===== config.mk =====
export PLATFORM = sky130hd
export DESIGN_NAME = seg7_scan_ctrl
export DESIGN_NICKNAME = d
export VERILOG_FILES = /design/src/rtl/seg7_scan_ctrl.sv
export SDC_FILE = /design/constraint.sdc
export NUM_CORES = 1
export LEC_CHECK = 0
export ABC_AREA = 1
export CAP_MARGIN = 20
export CORE_MARGIN = 1.5
export CORE_UTILIZATION = 27
export DETAILED_ROUTE_END_ITERATION = 7
export DONT_BUFFER_PORTS = 1
export PLACE_DENSITY = 0.44
export SYNTH_ARGS = -nofsm -noshare
export SYNTH_HDL_FRONTEND = slang
export SYNTH_SLANG_ARGS = --single-unit

===== constraint.sdc =====
create_clock -name clk -period 2.4 [get_ports clk]
set_input_delay 0.24 -clock clk [delete_from_list [all_inputs] [get_ports clk]]
set_output_delay 0.24 -clock clk [all_outputs]
set_load 0.01 [all_outputs]

===== src/rtl/seg7_scan_ctrl.sv =====
// rtl/seg7_scan_ctrl.sv - multiplexed 4-digit hex 7-segment scanner with frame-synchronous load buffer
// Optional feature: define LEADING_ZERO_BLANK_EN to blank leading zero digits.
module seg7_scan_ctrl #(
  parameter logic [15:0] SCAN_DIV     = 16'd10_000,
  parameter logic [7:0]  BLANK_CYCLES = 8'd16
) (
  input  logic        clk,
  input  logic        reset,
  input  logic        enable,
  input  logic        load_valid,
  input  logic [15:0] load_data,
  output logic        load_ready,
  output logic [6:0]  seg,
  output logic [3:0]  dig_en,
  output logic        frame_done
);

  typedef enum logic [1:0] {IDLE, BLANK, DRIVE} state_t;

  localparam logic [15:0] DRIVE_LAST = SCAN_DIV - 16'd1;
  localparam logic [15:0] BLANK_LAST = {8'd0, BLANK_CYCLES} - 16'd1;
  localparam logic        NO_BLANK   = (BLANK_CYCLES == 8'd0);

  state_t      state, state_n;
  logic [1:0]  idx, idx_n;
  logic [15:0] cnt, cnt_n;
  logic [15:0] active, active_n, pending;
  logic        pending_full;
  logic [6:0]  seg_n;
  logic [3:0]  dig_en_n;
  logic        frame_done_n;

  function automatic logic [6:0] decode(input logic [3:0] n);
    case (n)
      4'h0: decode = 7'h3F;
      4'h1: decode = 7'h06;
      4'h2: decode = 7'h5B;
      4'h3: decode = 7'h4F;
      4'h4: decode = 7'h66;
      4'h5: decode = 7'h6D;
      4'h6: decode = 7'h7D;
      4'h7: decode = 7'h07;
      4'h8: decode = 7'h7F;
      4'h9: decode = 7'h6F;
      4'hA: decode = 7'h77;
      4'hB: decode = 7'h7C;
      4'hC: decode = 7'h39;
      4'hD: decode = 7'h5E;
      4'hE: decode = 7'h79;
      default: decode = 7'h71;
    endcase
  endfunction

  function automatic logic [3:0] nibble(input logic [15:0] v, input logic [1:0] i);
    case (i)
      2'd0: nibble = v[3:0];
      2'd1: nibble = v[7:4];
      2'd2: nibble = v[11:8];
      default: nibble = v[15:12];
    endcase
  endfunction

`ifdef LEADING_ZERO_BLANK_EN
  function automatic logic lead_zero(input logic [15:0] v, input logic [1:0] i);
    case (i)
      2'd0: lead_zero = 1'b0;
      2'd1: lead_zero = (v[15:4] == 12'd0);
      2'd2: lead_zero = (v[15:8] == 8'd0);
      default: lead_zero = (v[15:12] == 4'd0);
    endcase
  endfunction
`endif

  assign load_ready = ~pending_full;

  // Outputs are registered from next-state values so they line up with the state they describe.
  always_comb begin
    active_n = (frame_done && pending_full) ? pending : active;
    state_n  = state;
    idx_n    = idx;
    cnt_n    = cnt;
    if (!enable) begin
      state_n = IDLE;
      idx_n   = 2'd0;
      cnt_n   = 16'd0;
    end else begin
      case (state)
        IDLE: begin
          state_n = NO_BLANK ? DRIVE : BLANK;
          idx_n   = 2'd0;
          cnt_n   = 16'd0;
        end
        BLANK: begin
          if (cnt == BLANK_LAST) begin
            state_n = DRIVE;
            cnt_n   = 16'd0;
          end else begin
            cnt_n = cnt + 16'd1;
          end
        end
        DRIVE: begin
          if (cnt == DRIVE_LAST) begin
            state_n = NO_BLANK ? DRIVE : BLANK;
            idx_n   = idx + 2'd1;
            cnt_n   = 16'd0;
          end else begin
            cnt_n = cnt + 16'd1;
          end
        end
        default: begin
          state_n = IDLE;
          idx_n   = 2'd0;
          cnt_n   = 16'd0;
        end
      endcase
    end

    seg_n        = 7'd0;
    dig_en_n     = 4'd0;
    frame_done_n = 1'b0;
    if (state_n == DRIVE) begin
      dig_en_n     = 4'b0001 << idx_n;
      seg_n        = decode(nibble(active_n, idx_n));
`ifdef LEADING_ZERO_BLANK_EN
      if (lead_zero(active_n, idx_n))
        seg_n = 7'd0;
`endif
      frame_done_n = (idx_n == 2'd3) && (cnt_n == DRIVE_LAST);
    end
  end

  always_ff @(posedge clk) begin
    if (reset) begin
      state        <= IDLE;
      idx          <= 2'd0;
      cnt          <= 16'd0;
      seg          <= 7'd0;
      dig_en       <= 4'd0;
      frame_done   <= 1'b0;
      active       <= 16'h0000;
      pending      <= 16'h0000;
      pending_full <= 1'b0;
    end else begin
      state      <= state_n;
      idx        <= idx_n;
      cnt        <= cnt_n;
      seg        <= seg_n;
      dig_en     <= dig_en_n;
      frame_done <= frame_done_n;
      active     <= active_n;
      // A load taken on the frame_done edge sees pending_full low, so it waits a full frame.
      if (frame_done && pending_full) begin
        pending_full <= 1'b0;
      end else if (load_valid && !pending_full) begin
        pending      <= load_data;
        pending_full <= 1'b1;
      end
    end
  end

endmodule


==> results of run 1 <==
[kinds of logic after synthesis]
kind of cell	after synthesis
AOI/OAI and AO/OA	45
xor gates and xnor gates	9
adders and majority gates	12
buffers and inverters	56
DFF	65
muxes	7
and+or+nand+nor	221
[worst max-delay path, stage by stage (launching register included)]
cell,delay [ns]
dfxtp_2,0.35
ha_4,0.16
nand3_4,0.08
nor2_4,0.18
nand3_4,0.12
a21oi_4,0.18
nand2_4,0.10
nor2_4,0.14
inv_2,0.06
nor2_4,0.12
nor2_4,0.05
buf_4,0.16
ha_1,0.18
nand3_1,0.12
nand3_1,0.09
a21oi_1,0.14
[power by group through the flow]
stage               Sequential (mW)  Clock [mW]  Combinational (mW)
floorplan                      1.13           0              0.0503
global placement               1.14           0              0.0596
detailed placement             1.14           0              0.0603
CTS                            1.12        1.44              0.0681
global route                   1.12        1.49              0.0810
finish                         1.11        1.40              0.0676
[cell usage in the layout, fill, tap and decap left out, types with 4 or more instances in the layout]
cell type / instances
nand3b_1: 4
o21ai_0: 27
nand4_1: 7
nand3_2: 4
ha_1: 7
nor2_4: 7
nand2_2: 16
nor3_1: 10
nand3_4: 6
clkbuf_16: 9
o21ai_1: 5
inv_1: 40
nand2_1: 43
nand2_4: 5
dfxtp_2: 6
a21oi_1: 5
xor2_1: 6
dfxtp_1: 59
mux2i_1: 7
nor2_1: 91
or2_2: 9
buf_4: 21
inv_2: 4
nand3_1: 15
[final timing paths]
kind | from | end | slack [ns] | cells past startpoint
min | load_data[1] | pending[1] | 0.04 | 2
min reg2reg | active[15] | active[15] | 0.50 | 2
max reg2reg | cnt[1] | seg[0] | 0.09 | 15
max | cnt[1] | seg[0] | 0.09 | 15
[routing by layer]
metal	up-vias	track usage [%]	wire length, µm
li1	1387	-	-
met2	25	20.4	3470
met1	1174	13.4	3210
met4	0	5.32	125
met5	-	0	0
met3	10	4.35	292
[synthesized netlist by cell type]
| cell | count | share of area (%) |
|---|---|---|
| nand2_2 | 11 | 2.2 |
| nand2_4 | 3 | 1.1 |
| buf_1 | 1 | 0.12 |
| and3_1 | 1 | 0.20 |
| nand2_1 | 50 | 5.9 |
| nand3b_1 | 4 | 0.94 |
| buf_12 | 1 | 0.63 |
| nand3_1 | 18 | 2.8 |
| nor2_2 | 4 | 0.78 |
| dfxtp_1 | 65 | 41 |
| nor3_1 | 10 | 1.6 |
| o21ai_1 | 6 | 0.94 |
| clkbuf_1 | 5 | 0.59 |
| inv_4 | 2 | 0.39 |
| nand4_1 | 7 | 1.4 |
| ha_1 | 12 | 4.7 |
| nor2_4 | 4 | 1.4 |
| or2_2 | 9 | 1.8 |
| clkinv_1 | 1 | 0.12 |
| nand3b_4 | 1 | 0.63 |
| mux2i_1 | 7 | 2.2 |
| a21oi_4 | 1 | 0.51 |
| clkbuf_8 | 1 | 0.43 |
| xnor2_1 | 3 | 0.82 |
| inv_1 | 44 | 5.2 |
| nand3_2 | 2 | 0.63 |
| a21oi_1 | 6 | 0.94 |
| nand3b_2 | 1 | 0.35 |
| xor2_1 | 6 | 1.6 |
| a31oi_1 | 2 | 0.39 |
| o211ai_1 | 1 | 0.24 |
| a211oi_1 | 1 | 0.24 |
| nor2_1 | 92 | 11 |
| o21ai_0 | 28 | 4.4 |
| inv_2 | 1 | 0.12 |
| nand3_4 | 4 | 2.2 |
[flip-flops by register name, summed over array words and instances (netlist names)]
register / flops
active: 16
cnt: 16
dig_en: 4
frame_done: 1
idx: 2
pending: 16
pending_full: 1
seg: 7
state: 2
[cell type report]
| cell class | instances | area (µm²) | share of cell area, % |
|---|---|---|---|
| clock buffers | 9 | 225 | 5.63 |
| clock inverters | 7 | 95.1 | 2.38 |
| inverters | 48 | 189 | 4.72 |
| multi-input cells | 295 | 1800 | 45.0 |
| flip-flops and latches | 65 | 1310 | 32.7 |
| well taps | 143 | 179 | 4.47 |
| repair buffers | 25 | 201 | 5.04 |
[per-stage QoR]
stage	instance area, µm²	power (mW)
4_1_cts	3770	2.62
6_report	4000	2.59
2_1_floorplan	3190	1.18
5_1_grt	4000	2.69
3_5_place_dp	3440	1.20
3_3_place_gp	3440	1.20
[timing repair]
item | in CTS | in global routing
endpoints found under the hold margin | 22 | 0
cloned | 0 | 1
resized for setup | 2 | 42
buffers inserted | 0 | 8
setup endpoints to repair | 1 | 8
pin swaps | 0 | 26
hold buffers | 1 | 0
==> flow_summary.ini, run 1 <==
[run_status]
status = completed

[synth]
synth_top_family_by_area = simple AND/OR/NAND/NOR gates
synthMuxAreaShare_pct = 2.20
syn_area_um2 = 3190
postSynthAreaPerCell_um2 = 7.69
synthAdderAreaFrac_pct = 4.71
synthXorXnorAreaFrac_pct = 2.47
synthDistinctLibCells = 36
yosys_warnings = 0
synth_nets = 447
ys_seq_area_share_pct = 40.8
synth-simple-area-share_pct = 34.6
netlist_instances = 415
synth_seq_cells = 65
synth_compound_area_share_pct = 7.65

[final_layout]
drive_gt1_share_pct = 25.2
nets = 476
instances_no_fill = 592
utilization_pct = 34.9
n_antenna_cell = 0
filler_cell_count = 1198
syn_to_final_growth_pct = 25.4

[routing]
wl_per_cell_um = 12.0
wirelength_um = 7100
route.detailed.drc = 0
drt-vias-per-instance = 4.39
vias = 2596
postRouteAntennaNets = 0
firstDrtPassIters = 4
drt_iter0_drc = 72

[cts]
cts.path.max_buffers = 2
tritoncts = yes
insertion_delay_ns = 0.34
clkSinkCount = 65
numCtsBuffers = 9
htreeDepth = 3
clock-root-buffer = clkbuf_16
clk_pin_slew_ns = 0.06

[power_and_ir_drop]
p_sw_uw = 554
p_int_mw = 2.03
power_density_nw_per_um2 = 647
ir_worst_vdd_mv = 0.382
sw_frac_of_total_pct = 21.4
leakage_nw = 1.79
clock_power_share_pct = 54.3
power_frac_seq_pct = 43.1
power_frac_comb_pct = 2.6

[floorplanning]
die_x_um = 112
initial_core_util_pct = 27.8
rows = 39
dieArea_um2 = 12500
ioPinCount = 33
core_um2 = 11500
die_h_um = 112

[job]
max_cap_violations = 0

[setup_path]
start_kind = register
cp.required_ns = 2.65
crit_type = register to register
crit_arrival_ns = 2.56
critical_path.endpoint_type = register
path_max_fanout = 6

[global_route]
grt_pass1_wl_um = 11800
grt_max_degree = 23
first_global_vias = 2538
antenna_found_initial = 0
overflow = 0
grt_use_total_pct = 12.0

[timing]
slew_headroom_pct = 42.8
rsz0062_at_grt = yes
timing.hold.ws_ns = 0.0362
setup_violations = 0
setup_ws_ns = 0.0946
fin_crit_ns = 2.31
hold_viol = 0
finalSetupTns_ns = 0
worstMarginPinSlew_ns = 0.855
finalCritPeriodShare_pct = 96.1
fin_worst_skew_ns = 0.00730
report.final.slew_viol_count = 0
fmax_ghz = 0.434

[placed_design]
gp_congestion = 0.807
dp_hpwl_um = 5180
placed_cells = 566
pre_cts_ws_ns = -0.0105
place.port_buffers = 0

[hold_path]
worstHoldPathType = primary input to register
(Power assumes the default switching activity.)
==> inputs of run 2 (changes only) <==
Settings changed: REMOVE_ABC_BUFFERS set to 1.
==> flow_summary.ini, run 2 (synthesis gave the netlist of run 1 again) <==
[routing]
wirelength_um = 7280
firstDrtPassIters = 4
drt-vias-per-instance = 4.38
drt_iter0_drc = 43
postRouteAntennaNets = 0
vias = 2571
route.detailed.drc = 0
wl_per_cell_um = 12.4

[timing]
fin_worst_skew_ns = 0.00748
setup_violations = 0
timing.hold.ws_ns = 0.0521
fmax_ghz = 0.428
hold_viol = 0
report.final.slew_viol_count = 0
fin_crit_ns = 2.34
slew_headroom_pct = 35.4
setup_ws_ns = 0.0625
finalSetupTns_ns = 0
worstMarginPinSlew_ns = 0.965
finalCritPeriodShare_pct = 97.4
rsz0062_at_grt = yes

[floorplanning]
die_x_um = 112
rows = 39
initial_core_util_pct = 27.8
dieArea_um2 = 12500
core_um2 = 11500
ioPinCount = 33
die_h_um = 112

[hold_path]
hp-start = load_data[11]
worstHoldPathType = primary input to register
min_path_cells = 2

[global_route]
grt_pass1_wl_um = 12300
grt_max_degree = 23
overflow = 0
antenna_found_initial = 0
grt_use_total_pct = 12.3
first_global_vias = 2465

[cts]
htreeDepth = 3
cts.path.max_buffers = 2
insertion_delay_ns = 0.32
clock-root-buffer = clkbuf_16
tritoncts = yes
clk_pin_slew_ns = 0.06
clkSinkCount = 65
numCtsBuffers = 9

[setup_path]
crit_type = register to register
start_kind = register
cp.required_ns = 2.62
critical_path.endpoint_type = register
path_max_fanout = 8
crit_arrival_ns = 2.55
rr_worst_depth = 15
crit_path_start = cnt[1]
r2r_start = cnt[1]

[placed_design]
dp_hpwl_um = 5200
place.port_buffers = 0
gp_congestion = 0.790
place_area_um2 = 3430
pre_cts_ws_ns = -0.00992

[power_and_ir_drop]
ir_worst_vdd_mv = 0.340
power_density_nw_per_um2 = 695
power_mw = 2.70
leakage_nw = 1.75

[final_layout]
final_common_cell = nor2_1
nets = 471
fin_area_um2 = 3880
layout_common_cells = nor2_1, dfxtp_1, nand2_1
n_antenna_cell = 0
syn_to_final_growth_pct = 21.6
filler_cell_count = 1204
reg.largest.list = active (16), cnt (16), pending (16)
drive_gt1_share_pct = 21.4

[run_status]
status = completed

[job]
max_cap_violations = 0
[run 2: cell count changes in the layout (fill, tap and decap cells not counted), sizes merged]
| cell | previous run | this run |
|---|---|---|
| inv | 46 | 47 |
| nand3 | 25 | 24 |
| buf | 24 | 20 |
| bufinv | 2 | 3 |
| clkinv | 5 | 3 |
[run 2: critical path, stage by stage, from the launching register on]
cell and delay (ns):
dfxtp_2 0.35, ha_4 0.16, nand3_4 0.08, nor2_4 0.20, nand3_1 0.12, nand2_2 0.09, nand3_4 0.15, buf_4 0.17
nor3_2 0.12, nor2_1 0.08, nor2_2 0.16, ha_2 0.20, nand3b_1 0.13, o21ai_1 0.08, nor2_1 0.10, nor2_1 0.05
[run 2: power breakdown]
group          internal [mW]  switching [mW]
combinational         0.0203          0.0472
sequential              1.10          0.0114
clock                   1.01           0.500
total                   2.14           0.559
[run 2: final timing paths]
check	to	slack, ns
worst max-delay path	seg[6]	0.06
worst min-delay path	pending[11]	0.05
worst max register to register	seg[6]	0.06
worst min register to register	active[15]	0.50
[run 2: final cells by class]
cell class	instances	area [µm²]	area share (%)
sequential	65	1300	33.6
inverter	48	185	4.78
clock buffer	9	225	5.81
tap	143	179	4.61
clock inverter	7	119	3.07
timing repair buffer	21	160	4.13
multi-input combinational	294	1710	44.0
[run 2: what timing repair did]
action / 4_1_cts / 5_1_grt
hold buffers: 1 / 0
pin swaps: 1 / 12
hold endpoints to repair: 22 / 0
setup buffers: 0 / 4
resized for setup: 0 / 20
setup endpoints to repair: 2 / 8
[run 2: stage by stage]
stage	std cells	util, %
floorplan	407	-
global placement	566	29.9
detailed placement	566	29.9
CTS	583	33.0
global route	587	33.8
finish	587	33.8
[run 2: per-layer routing]
metal  part of all wire, %  track usage (%)
met5                     0                0
met3                   3.1             2.67
met4                   1.0             4.39
met2                    45             18.9
met1                    51             17.1
==> inputs of run 3 (changes only) <==
Settings changed: PLACE_DENSITY 0.44 to 0.42.
Clock period 2.4 ns to 2.3 ns, I/O delays scaled along.
==> flow_summary.ini, run 3 (synthesis gave the netlist of run 1 again) <==
[global_route]
antenna_found_initial = 0
first_global_vias = 2587
overflow = 0
grt_use_total_pct = 12.8
grt_max_degree = 23
grt_pass1_wl_um = 12300

[cts]
numCtsBuffers = 9
clk_pin_slew_ns = 0.06
tritoncts = yes
htreeDepth = 3
clock-root-buffer = clkbuf_16
insertion_delay_ns = 0.34
cts.path.max_buffers = 2
clkSinkCount = 65

[power_and_ir_drop]
leakage_nw = 1.85
ir_worst_vdd_mv = 0.419
power_density_nw_per_um2 = 623
power_mw = 2.51

[floorplanning]
initial_core_util_pct = 27.8
ioPinCount = 33
core_um2 = 11500
rows = 39
die_x_um = 112
die_h_um = 112
dieArea_um2 = 12500

[timing]
setup_violations = 5
fin_crit_ns = 2.35
hold_viol = 0
fmax_ghz = 0.425
rsz0062_at_grt = yes
worstMarginPinSlew_ns = 0.959
fin_worst_skew_ns = 0.00914
finalCritPeriodShare_pct = 102
report.final.slew_viol_count = 0
slew_headroom_pct = 35.8
setup_ws_ns = -0.0544
finalSetupTns_ns = -0.142

[placed_design]
placed_cells = 585
place.port_buffers = 0
dp_hpwl_um = 5380
pre_cts_ws_ns = -0.204
gp_congestion = 0.836

[final_layout]
regArea_um2 = 1300
syn_to_final_growth_pct = 26.5
reg.largest.list = active (16), cnt (16), pending (16)
filler_cell_count = 1198
multi_input_area_um2 = 1750
instances_no_fill = 611
final_common_cell = nor2_1
drive_gt1_share_pct = 26.1
n_antenna_cell = 0
layout_common_cells = nor2_1, dfxtp_1, nand2_1
nets = 495

[setup_path]
cp_common_cell = nand2_1
crit_slowest_cell = dfxtp_2
path_max_fanout = 5
critical_path.endpoint_type = register
cp.required_ns = 2.51
crit_type = register to register
crit_arrival_ns = 2.57
worst_path_largest_cell_delay_ns = 0.35
path_cells = ha_4, nand3_4, nor2_4, buf_6, nand4_1, nand2_2, inv_2, nand2_4, nand3b_1, nand3_2, nor2_4, buf_4, buf_4, ha_1, nand2_1, nand2_1, nand2_1, a21oi_2
start_kind = register

[routing]
route.detailed.drc = 0
postRouteAntennaNets = 0
drt-vias-per-instance = 4.35
wirelength_um = 7510
firstDrtPassIters = 4
vias = 2657
wl_per_cell_um = 12.3
drt_iter0_drc = 70

[run_status]
status = finished with violations
violations = setup timing

[hold_path]
worstHoldPathType = primary input to register

[job]
max_cap_violations = 0
==> run 3: changes by cell type in the layout (fill, tap and decap cells not counted), sizes merged <==
cell and change:
clkbuf +5, clkinvlp -1, clkinv -1, bufinv -3, buf +24
==> run 3: final timing paths <==
| kind | slack, ns | cells after the start | from | endpoint |
|---|---|---|---|---|
| max | -0.05 | 18 | cnt[0] | seg[5] |
| min | 0.03 | 2 | load_data[7] | pending[7] |
| max reg2reg | -0.05 | 18 | cnt[0] | seg[5] |
| min reg2reg | 0.50 | 2 | active[3] | active[3] |
==> run 3: timing repair <==
action / CTS / global route
setup buffers: 5 / 4
gates resized for setup: 13 / 16
setup endpoints to repair: 7 / 8
hold buffers: 1 / 0
cloned: 0 / 0
hold endpoints to repair: 22 / 0
pin swaps: 9 / 12
==> run 3: layer usage <==
layer | vias to the layer above | routed length (µm) | track usage (%)
met1 | 1178 | 3710 | 16.2
met5 | - | 0 | 0
li1 | 1421 | - | -
met3 | 13 | 325 | 3.54
met4 | 0 | 184 | 7.34
met2 | 45 | 3300 | 19.5
==> run 3: worst max-delay path: cells and delay by family (launching register included) <==
kind            cells  cell delay, ns
simple gates       11            1.04
flops               1            0.35
buf+inv             4            0.45
compound gates      1            0.06
fa+ha+maj           2            0.33
==> run 3: where the power goes <==
part,leakage [nW],total [mW],internal [mW],switching [mW]
Clock,0.133,1.28,0.787,0.490
Sequential,0.529,1.16,1.15,0.0121
Combinational,1.19,0.0724,0.0230,0.0495
Total,1.85,2.51,1.96,0.551
==> run 3: cell type report <==
type / count / share of cell area (%)
Sequential cell: 65 / 32.3
Multi-Input combinational cell: 294 / 43.3
Tap cell: 143 / 4.44
Clock buffer: 14 / 6.54
Inverter: 48 / 4.59
Clock inverter: 2 / 0.310
Timing Repair Buffer: 45 / 8.53
==> run 3: stage by stage <==
stage / hold WS [ns] / instance area, µm² / utilization, %
final: 0.0256 / 4030 / 35.2
after detailed placement: 0.309 / 3570 / 31.2
after global routing: 0.0271 / 4030 / 35.2
after CTS: 0.0173 / 3940 / 34.4
after global placement: 0.307 / 3570 / 31.2
after floorplan: 0.302 / 3130 / -
